<file path="config.mk">
export PLATFORM = sky130hd
export DESIGN_NAME = ram_arbiter_flat
export DESIGN_NICKNAME = d
export VERILOG_FILES = /design/src/rtl/ram_arbiter_if.sv /design/src/rtl/ram_arbiter.sv /design/src/flat_wrapper.sv
export SDC_FILE = /design/constraint.sdc
export NUM_CORES = 1
export LEC_CHECK = 0
export ABC_CLOCK_PERIOD_IN_PS = 2800
export CAP_MARGIN = 20
export CORE_AREA = 2 2 124 126
export DETAILED_ROUTE_END_ITERATION = 8
export DIE_AREA = 0 0 126 128
export GPL_TIMING_DRIVEN = 0
export PLACE_DENSITY = 0.59
export SLEW_MARGIN = 20
export SYNTH_ARGS = -nofsm -noshare
export SYNTH_HDL_FRONTEND = slang
export SYNTH_SLANG_ARGS = --single-unit
export TNS_END_PERCENT = 50
</file>
<file path="constraint.sdc">
create_clock -name clk -period 2.8 [get_ports clk]
set_clock_uncertainty 0.2 [all_clocks]
set_input_delay 0.56 -clock clk [delete_from_list [all_inputs] [get_ports clk]]
set_output_delay 0.56 -clock clk [all_outputs]
set_load 0.005 [all_outputs]
</file>
<file path="src/rtl/ram_arbiter_if.sv">
// Bundle of both core-side master channels and the shared RAM request/response channel.
// The arbiter binds to the slave modport; the surrounding masters and RAM use the master modport.
interface ram_arbiter_if;
  logic [31:0] m0_addr_i;
  logic [31:0] m1_addr_i;
  logic [31:0] m0_data_i;
  logic [31:0] m1_data_i;
  logic [3:0]  m0_sel_i;
  logic [3:0]  m1_sel_i;
  logic        m0_we_i;
  logic        m1_we_i;
  logic        m0_req_valid_i;
  logic        m1_req_valid_i;
  logic        m0_req_ready_o;
  logic        m1_req_ready_o;
  logic        m0_rsp_valid_o;
  logic        m1_rsp_valid_o;
  logic        m0_rsp_ready_i;
  logic        m1_rsp_ready_i;
  logic [31:0] m0_data_o;
  logic [31:0] m1_data_o;
  logic [31:0] s_addr_o;
  logic [31:0] s_data_o;
  logic [3:0]  s_sel_o;
  logic        s_we_o;
  logic        s_req_valid_o;
  logic        s_req_ready_i;
  logic        s_rsp_valid_i;
  logic        s_rsp_ready_o;
  logic [31:0] s_data_i;

  modport slave (
    input  m0_addr_i, m1_addr_i, m0_data_i, m1_data_i, m0_sel_i, m1_sel_i,
    input  m0_we_i, m1_we_i, m0_req_valid_i, m1_req_valid_i,
    input  m0_rsp_ready_i, m1_rsp_ready_i,
    output m0_req_ready_o, m1_req_ready_o, m0_rsp_valid_o, m1_rsp_valid_o,
    output m0_data_o, m1_data_o,
    output s_addr_o, s_data_o, s_sel_o, s_we_o, s_req_valid_o, s_rsp_ready_o,
    input  s_req_ready_i, s_rsp_valid_i, s_data_i
  );

  modport master (
    output m0_addr_i, m1_addr_i, m0_data_i, m1_data_i, m0_sel_i, m1_sel_i,
    output m0_we_i, m1_we_i, m0_req_valid_i, m1_req_valid_i,
    output m0_rsp_ready_i, m1_rsp_ready_i,
    input  m0_req_ready_o, m1_req_ready_o, m0_rsp_valid_o, m1_rsp_valid_o,
    input  m0_data_o, m1_data_o,
    input  s_addr_o, s_data_o, s_sel_o, s_we_o, s_req_valid_o, s_rsp_ready_o,
    output s_req_ready_i, s_rsp_valid_i, s_data_i
  );
endinterface

</file>
<file path="src/rtl/ram_arbiter.sv">
// Two-master arbiter for one single-port RAM, one outstanding transaction, RR or fixed priority.
// Grant is combinational in IDLE (0-cycle); backpressure from RAM and owner response-ready is passed straight through.
module ram_arbiter #(
  parameter bit FIXED_PRIO = 1'b0
) (
  input logic         clk,
  input logic         rst_n,
  ram_arbiter_if.slave bus
);

  typedef enum logic [1:0] {
    IDLE = 2'b00,
    REQ  = 2'b01,
    RSP  = 2'b10
  } state_e;

  state_e state_q, state_d;
  logic   owner_q, owner_d;
  logic   last_q, last_d;

  logic   grant;
  logic   sel_m;
  logic   sel_vld;
  logic   req_vld;
  logic   rsp_phase;
  logic   owner_rsp_rdy;

  always_ff @(posedge clk) begin
    if (!rst_n) begin
      state_q <= IDLE;
      owner_q <= 1'b0;
      last_q  <= 1'b1;
    end else begin
      state_q <= state_d;
      owner_q <= owner_d;
      last_q  <= last_d;
    end
  end

  always_comb begin
    grant     = 1'b0;
    sel_m     = owner_q;
    sel_vld   = 1'b0;
    req_vld   = 1'b0;
    rsp_phase = 1'b0;
    state_d   = state_q;
    owner_d   = owner_q;
    last_d    = last_q;

    // Tie goes to m0 in fixed-priority mode, otherwise to whoever was not served last.
    if (bus.m0_req_valid_i && bus.m1_req_valid_i) begin
      grant = FIXED_PRIO ? 1'b0 : ~last_q;
    end else begin
      grant = bus.m1_req_valid_i;
    end

    if (state_q == IDLE) begin
      sel_m = grant;
    end
    sel_vld = sel_m ? bus.m1_req_valid_i : bus.m0_req_valid_i;
    owner_rsp_rdy = owner_q ? bus.m1_rsp_ready_i : bus.m0_rsp_ready_i;

    case (state_q)
      IDLE: begin
        if (sel_vld) begin
          req_vld = 1'b1;
          owner_d = grant;
          if (bus.s_req_ready_i) begin
            last_d  = grant;
            state_d = RSP;
          end else begin
            state_d = REQ;
          end
        end
      end
      REQ: begin
        // Owner keeps the RAM until accepted; a withdrawn request just frees the arbiter.
        if (sel_vld) begin
          req_vld = 1'b1;
          if (bus.s_req_ready_i) begin
            last_d  = owner_q;
            state_d = RSP;
          end
        end else begin
          state_d = IDLE;
        end
      end
      RSP: begin
        rsp_phase = 1'b1;
        if (bus.s_rsp_valid_i && owner_rsp_rdy) begin
          state_d = IDLE;
        end
      end
      default: begin
        state_d = IDLE;
      end
    endcase
  end

  assign bus.s_addr_o = sel_m ? bus.m1_addr_i : bus.m0_addr_i;
  assign bus.s_data_o = sel_m ? bus.m1_data_i : bus.m0_data_i;
  assign bus.s_sel_o  = sel_m ? bus.m1_sel_i  : bus.m0_sel_i;
  assign bus.s_we_o   = sel_m ? bus.m1_we_i   : bus.m0_we_i;

  // Handshake outputs are forced low while reset is held.
  assign bus.s_req_valid_o  = rst_n & req_vld;
  assign bus.m0_req_ready_o = rst_n & req_vld & ~sel_m & bus.s_req_ready_i;
  assign bus.m1_req_ready_o = rst_n & req_vld &  sel_m & bus.s_req_ready_i;
  assign bus.s_rsp_ready_o  = rst_n & rsp_phase & owner_rsp_rdy;
  assign bus.m0_rsp_valid_o = rst_n & rsp_phase & ~owner_q & bus.s_rsp_valid_i;
  assign bus.m1_rsp_valid_o = rst_n & rsp_phase &  owner_q & bus.s_rsp_valid_i;

  assign bus.m0_data_o = bus.s_data_i;
  assign bus.m1_data_o = bus.s_data_i;

  a_rsp_only_in_rsp: assert property (@(posedge clk) disable iff (!rst_n)
    bus.s_rsp_valid_i |-> (state_q == RSP));

endmodule
</file>
<file path="src/flat_wrapper.sv">
// flat-port wrapper written by rule: the top's interface ports become plain ports
module ram_arbiter_flat 
#(
  parameter bit FIXED_PRIO = 1'b0
)
  (clk, rst_n, bus_m0_addr_i, bus_m1_addr_i, bus_m0_data_i, bus_m1_data_i, bus_m0_sel_i, bus_m1_sel_i, bus_m0_we_i, bus_m1_we_i, bus_m0_req_valid_i, bus_m1_req_valid_i, bus_m0_rsp_ready_i, bus_m1_rsp_ready_i, bus_m0_req_ready_o, bus_m1_req_ready_o, bus_m0_rsp_valid_o, bus_m1_rsp_valid_o, bus_m0_data_o, bus_m1_data_o, bus_s_addr_o, bus_s_data_o, bus_s_sel_o, bus_s_we_o, bus_s_req_valid_o, bus_s_rsp_ready_o, bus_s_req_ready_i, bus_s_rsp_valid_i, bus_s_data_i);
  ram_arbiter_if bus_i ();
  input logic clk;
  input logic rst_n;
  input wire logic [$bits(bus_i.m0_addr_i)-1:0] bus_m0_addr_i;
  input wire logic [$bits(bus_i.m1_addr_i)-1:0] bus_m1_addr_i;
  input wire logic [$bits(bus_i.m0_data_i)-1:0] bus_m0_data_i;
  input wire logic [$bits(bus_i.m1_data_i)-1:0] bus_m1_data_i;
  input wire logic [$bits(bus_i.m0_sel_i)-1:0] bus_m0_sel_i;
  input wire logic [$bits(bus_i.m1_sel_i)-1:0] bus_m1_sel_i;
  input wire logic [$bits(bus_i.m0_we_i)-1:0] bus_m0_we_i;
  input wire logic [$bits(bus_i.m1_we_i)-1:0] bus_m1_we_i;
  input wire logic [$bits(bus_i.m0_req_valid_i)-1:0] bus_m0_req_valid_i;
  input wire logic [$bits(bus_i.m1_req_valid_i)-1:0] bus_m1_req_valid_i;
  input wire logic [$bits(bus_i.m0_rsp_ready_i)-1:0] bus_m0_rsp_ready_i;
  input wire logic [$bits(bus_i.m1_rsp_ready_i)-1:0] bus_m1_rsp_ready_i;
  output wire logic [$bits(bus_i.m0_req_ready_o)-1:0] bus_m0_req_ready_o;
  output wire logic [$bits(bus_i.m1_req_ready_o)-1:0] bus_m1_req_ready_o;
  output wire logic [$bits(bus_i.m0_rsp_valid_o)-1:0] bus_m0_rsp_valid_o;
  output wire logic [$bits(bus_i.m1_rsp_valid_o)-1:0] bus_m1_rsp_valid_o;
  output wire logic [$bits(bus_i.m0_data_o)-1:0] bus_m0_data_o;
  output wire logic [$bits(bus_i.m1_data_o)-1:0] bus_m1_data_o;
  output wire logic [$bits(bus_i.s_addr_o)-1:0] bus_s_addr_o;
  output wire logic [$bits(bus_i.s_data_o)-1:0] bus_s_data_o;
  output wire logic [$bits(bus_i.s_sel_o)-1:0] bus_s_sel_o;
  output wire logic [$bits(bus_i.s_we_o)-1:0] bus_s_we_o;
  output wire logic [$bits(bus_i.s_req_valid_o)-1:0] bus_s_req_valid_o;
  output wire logic [$bits(bus_i.s_rsp_ready_o)-1:0] bus_s_rsp_ready_o;
  input wire logic [$bits(bus_i.s_req_ready_i)-1:0] bus_s_req_ready_i;
  input wire logic [$bits(bus_i.s_rsp_valid_i)-1:0] bus_s_rsp_valid_i;
  input wire logic [$bits(bus_i.s_data_i)-1:0] bus_s_data_i;
  assign bus_i.m0_addr_i = bus_m0_addr_i;
  assign bus_i.m1_addr_i = bus_m1_addr_i;
  assign bus_i.m0_data_i = bus_m0_data_i;
  assign bus_i.m1_data_i = bus_m1_data_i;
  assign bus_i.m0_sel_i = bus_m0_sel_i;
  assign bus_i.m1_sel_i = bus_m1_sel_i;
  assign bus_i.m0_we_i = bus_m0_we_i;
  assign bus_i.m1_we_i = bus_m1_we_i;
  assign bus_i.m0_req_valid_i = bus_m0_req_valid_i;
  assign bus_i.m1_req_valid_i = bus_m1_req_valid_i;
  assign bus_i.m0_rsp_ready_i = bus_m0_rsp_ready_i;
  assign bus_i.m1_rsp_ready_i = bus_m1_rsp_ready_i;
  assign bus_m0_req_ready_o = bus_i.m0_req_ready_o;
  assign bus_m1_req_ready_o = bus_i.m1_req_ready_o;
  assign bus_m0_rsp_valid_o = bus_i.m0_rsp_valid_o;
  assign bus_m1_rsp_valid_o = bus_i.m1_rsp_valid_o;
  assign bus_m0_data_o = bus_i.m0_data_o;
  assign bus_m1_data_o = bus_i.m1_data_o;
  assign bus_s_addr_o = bus_i.s_addr_o;
  assign bus_s_data_o = bus_i.s_data_o;
  assign bus_s_sel_o = bus_i.s_sel_o;
  assign bus_s_we_o = bus_i.s_we_o;
  assign bus_s_req_valid_o = bus_i.s_req_valid_o;
  assign bus_s_rsp_ready_o = bus_i.s_rsp_ready_o;
  assign bus_i.s_req_ready_i = bus_s_req_ready_i;
  assign bus_i.s_rsp_valid_i = bus_s_rsp_valid_i;
  assign bus_i.s_data_i = bus_s_data_i;
  ram_arbiter #(.FIXED_PRIO(FIXED_PRIO)) u_core (.clk(clk), .rst_n(rst_n), .bus(bus_i));
endmodule
</file>
==> flow_metrics.py <==
metrics = {
    "clocking": {
        "htree_levels": 1,
        "clock_path_buffers": 2,
        "cts_tree": "done",
        "cts-hold-fix-buffers": 0,
        "cts_sinks": 4,
        "clockRootBuffer": "clkbuf_16",
        "clk_pin_slew_ps": 30,
        "clk_latency_ps": 220,
        "cts_buffers": 3,
    },
    "detailed_routing": {
        "avgViaCountPerCell": 3.538,
        "dr.pass1.iters": 4,
        "drt_iter0_markers": 16,
        "wl_per_cell_um": 14.23,
        "m1WireLength_um": 3218,
        "drc": 0,
        "ant_nets": 0,
        "wl_met3_um": 846,
        "top_layer": "met4",
        "vias": 2374,
        "dr_wl_met2_um": 5398,
        "totalWireLength_um": 9548,
    },
    "synth": {
        "syn-instance-count": 173,
        "synthXorXnorAreaFrac": 0,
        "synth_top_family_by_area": "multiplexers",
        "synth_fp_nets": 351,
        "synth_adder_area_share": 0,
        "async_flop_share": 0,
        "synth_mux_area_frac": 0.5269,
        "ys_types": 25,
        "synth.cell_area_um2": 1698,
        "synth_top_area_cell": "buf_4",
        "synth.area.top_cells": "buf_4 (29%), mux2_2 (27%), mux2_4 (18%), mux2_1 (6.0%), dfxtp_1 (4.7%)",
        "ys_warn_count": 0,
        "yosys.area_share.simple": 0.04348,
        "synth_top_cells_by_count": "buf_4 (65), mux2_2 (40), mux2_4 (20)",
        "synth_edf_count": 0,
        "synth.most_common_cell": "buf_4",
        "yosys_register_bits": 4,
        "synth_compound_area_frac": 0.03906,
        "syn_area_per_cell_um2": 9.814,
        "ys_seq_area_frac": 0.04716,
        "yosysTopAreaCellShare": 0.2874,
        "ys.flop_type": "dfxtp_1",
    },
    "run": {
        "drv_cap": 0,
    },
    "sta": {
        "setup_viol": 4,
        "rsz0062_at_grt": "true",
        "fmax_mhz": 354.6,
        "fin_crit_ps": 2820,
        "slew_viol_final": 0,
        "hold_viol_final": 0,
        "worst_pin_slew_ps": 680.2,
        "holdWs_ps": 446.4,
        "finalWorstSetupSlack_ps": -20.12,
        "post-route-period-util": 1.007,
        "slew_headroom": 0.5348,
    },
    "final_layout": {
        "final_cell_area_um2": 5101,
        "syn_to_final_growth_pct": 200.4,
        "n_antenna_cell": 0,
        "final_cells": 671,
        "final_core_util": 0.3432,
        "num-nets-final": 663,
        "drive_gt1_frac": 0.4037,
    },
    "floorplanning": {
        "core_area_um2": 14860,
        "start_util": 0.1142,
        "io_pins": 317,
        "die_w_um": 126,
        "die_area_um2": 16130,
        "die_h_um": 128,
        "rows": 45,
    },
    "power_and_ir_drop": {
        "p_per_area_nw_per_um2": 251.9,
        "total_power_mw": 1.285,
        "leakagePower_nw": 2.276,
        "ir_drop_mv": 0.1401,
    },
    "critical_path": {
        "critPathMaxFanout": 5,
        "reg2reg_depth": 4,
        "worstPathCellList": "buf_6, a21boi_4, mux2i_4, buf_12, buf_12, bufbuf_16, mux2_2, dlygate4sd2_1",
        "slowest_delay_ps": 320,
        "cp-start-kind": "primary input",
        "end_kind": "primary output",
        "cp_slowest_cell": "mux2_2",
        "arrival_ps": 2060,
        "reg2reg_setup_slack_ps": 960,
        "critPathMostFrequentCell": "buf_12",
        "path_class": "in -> out",
        "required_ps": 2040,
    },
    "grt": {
        "antenna_found_initial": 0,
        "grt_usage": 0.1052,
        "grt_max_degree": 8,
        "grt-ovfl-total": 0,
        "grt_pass1_vias": 2541,
        "grt_pass1_wl_um": 13430,
    },
    "placed_design": {
        "dp_cells": 645,
        "hpwl_um": 8183,
        "dpl_cell_area_um2": 4776,
        "routabilityCongestion": 0.7470,
        "place.port_buffers": 284,
    },
    "min_path": {
        "hold_path_class": "reg -> reg",
        "min_path_cells": 3,
    },
    "status": {
        "status": "complete, but fails checks",
        "violations": "negative setup slack",
    },
}
## where the power goes
part / switching, mW / internal (mW)
Combinational: 0.281 / 0.713
Sequential: 0.00461 / 0.0623
Clock: 0.0407 / 0.183
## metrics by stage
step | setup TNS, ps | setup WS [ps]
after CTS | -133.8 | -26.18
final | -33.80 | -20.12
after global routing | -462.0 | -74.15
after floorplan | 0 | 455.8
after global placement | -59600 | -928.1
after detailed placement | -59210 | -921.4
## layout by cell type, fill, tap and decap left out, types with 2 or more instances in the layout
master           instances
buf_12                   6
mux2_1                   8
dfxtp_1                  2
buf_2                    8
mux2i_1                  2
clkbuf_2                14
and2_1                   2
dlygate4sd2_1           30
mux2_2                  38
buf_4                   81
dfxtp_4                  2
clkdlybuf4s15_1         15
inv_1                    3
nor3_1                   2
clkdlybuf4s50_1        210
mux2_4                  23
clkbuf_16                3
nand2b_1                 3
buf_6                    7
bufbuf_16                2
buf_8                    5
## registers in the layout, summed over array words and instances (netlist names)
signal,flops
u_core.last_q,1
u_core.state_q,2
u_core.owner_q,1
## final cells by class
type | instances | area, um^2
inverter | 3 | 11.26
clock buffer | 3 | 75.07
sequential | 4 | 87.58
fill | 1564 | 9763
timing repair buffer | 308 | 3003
tap | 188 | 235.2
buffer | 72 | 608.1
multi-input combinational | 93 | 1081
## path summary, 6_finish.rpt
| check | startpoint | to |
|---|---|---|
| max | bus_m1_req_valid_i | bus_s_data_o[11] |
| min | u_core.owner_q | u_core.owner_q |
| max reg2reg | u_core.owner_q | u_core.last_q |
| min reg2reg | u_core.owner_q | u_core.owner_q |
## worst max-delay path, delay by kind of cell
family,cells,cell delay [ps]
buffers and inverters,5,890
multiplexers,2,480
AO/OA/AOI/OAI,1,130
## cell families after synthesis
logic type             after synthesis
flip-flops                           4
AND/OR/NAND/NOR                     13
AO/OA/AOI/OAI                        8
multiplexers                        72
buffers and inverters               76
## layer usage
layer,up-vias,GRT usage
met4,0,0.01551
met5,-,0
li1,1160,-
met2,157,0.2147
met3,4,0.02713
met1,1053,0.1085
## repair_timing
item,CTS,global route
resized for setup,163,37
setup buffers,21,0
pin swaps,2,1
cloned,3,0
endpoints found under the setup margin,72,33
Note: power is estimated with default switching activity, not from simulation.
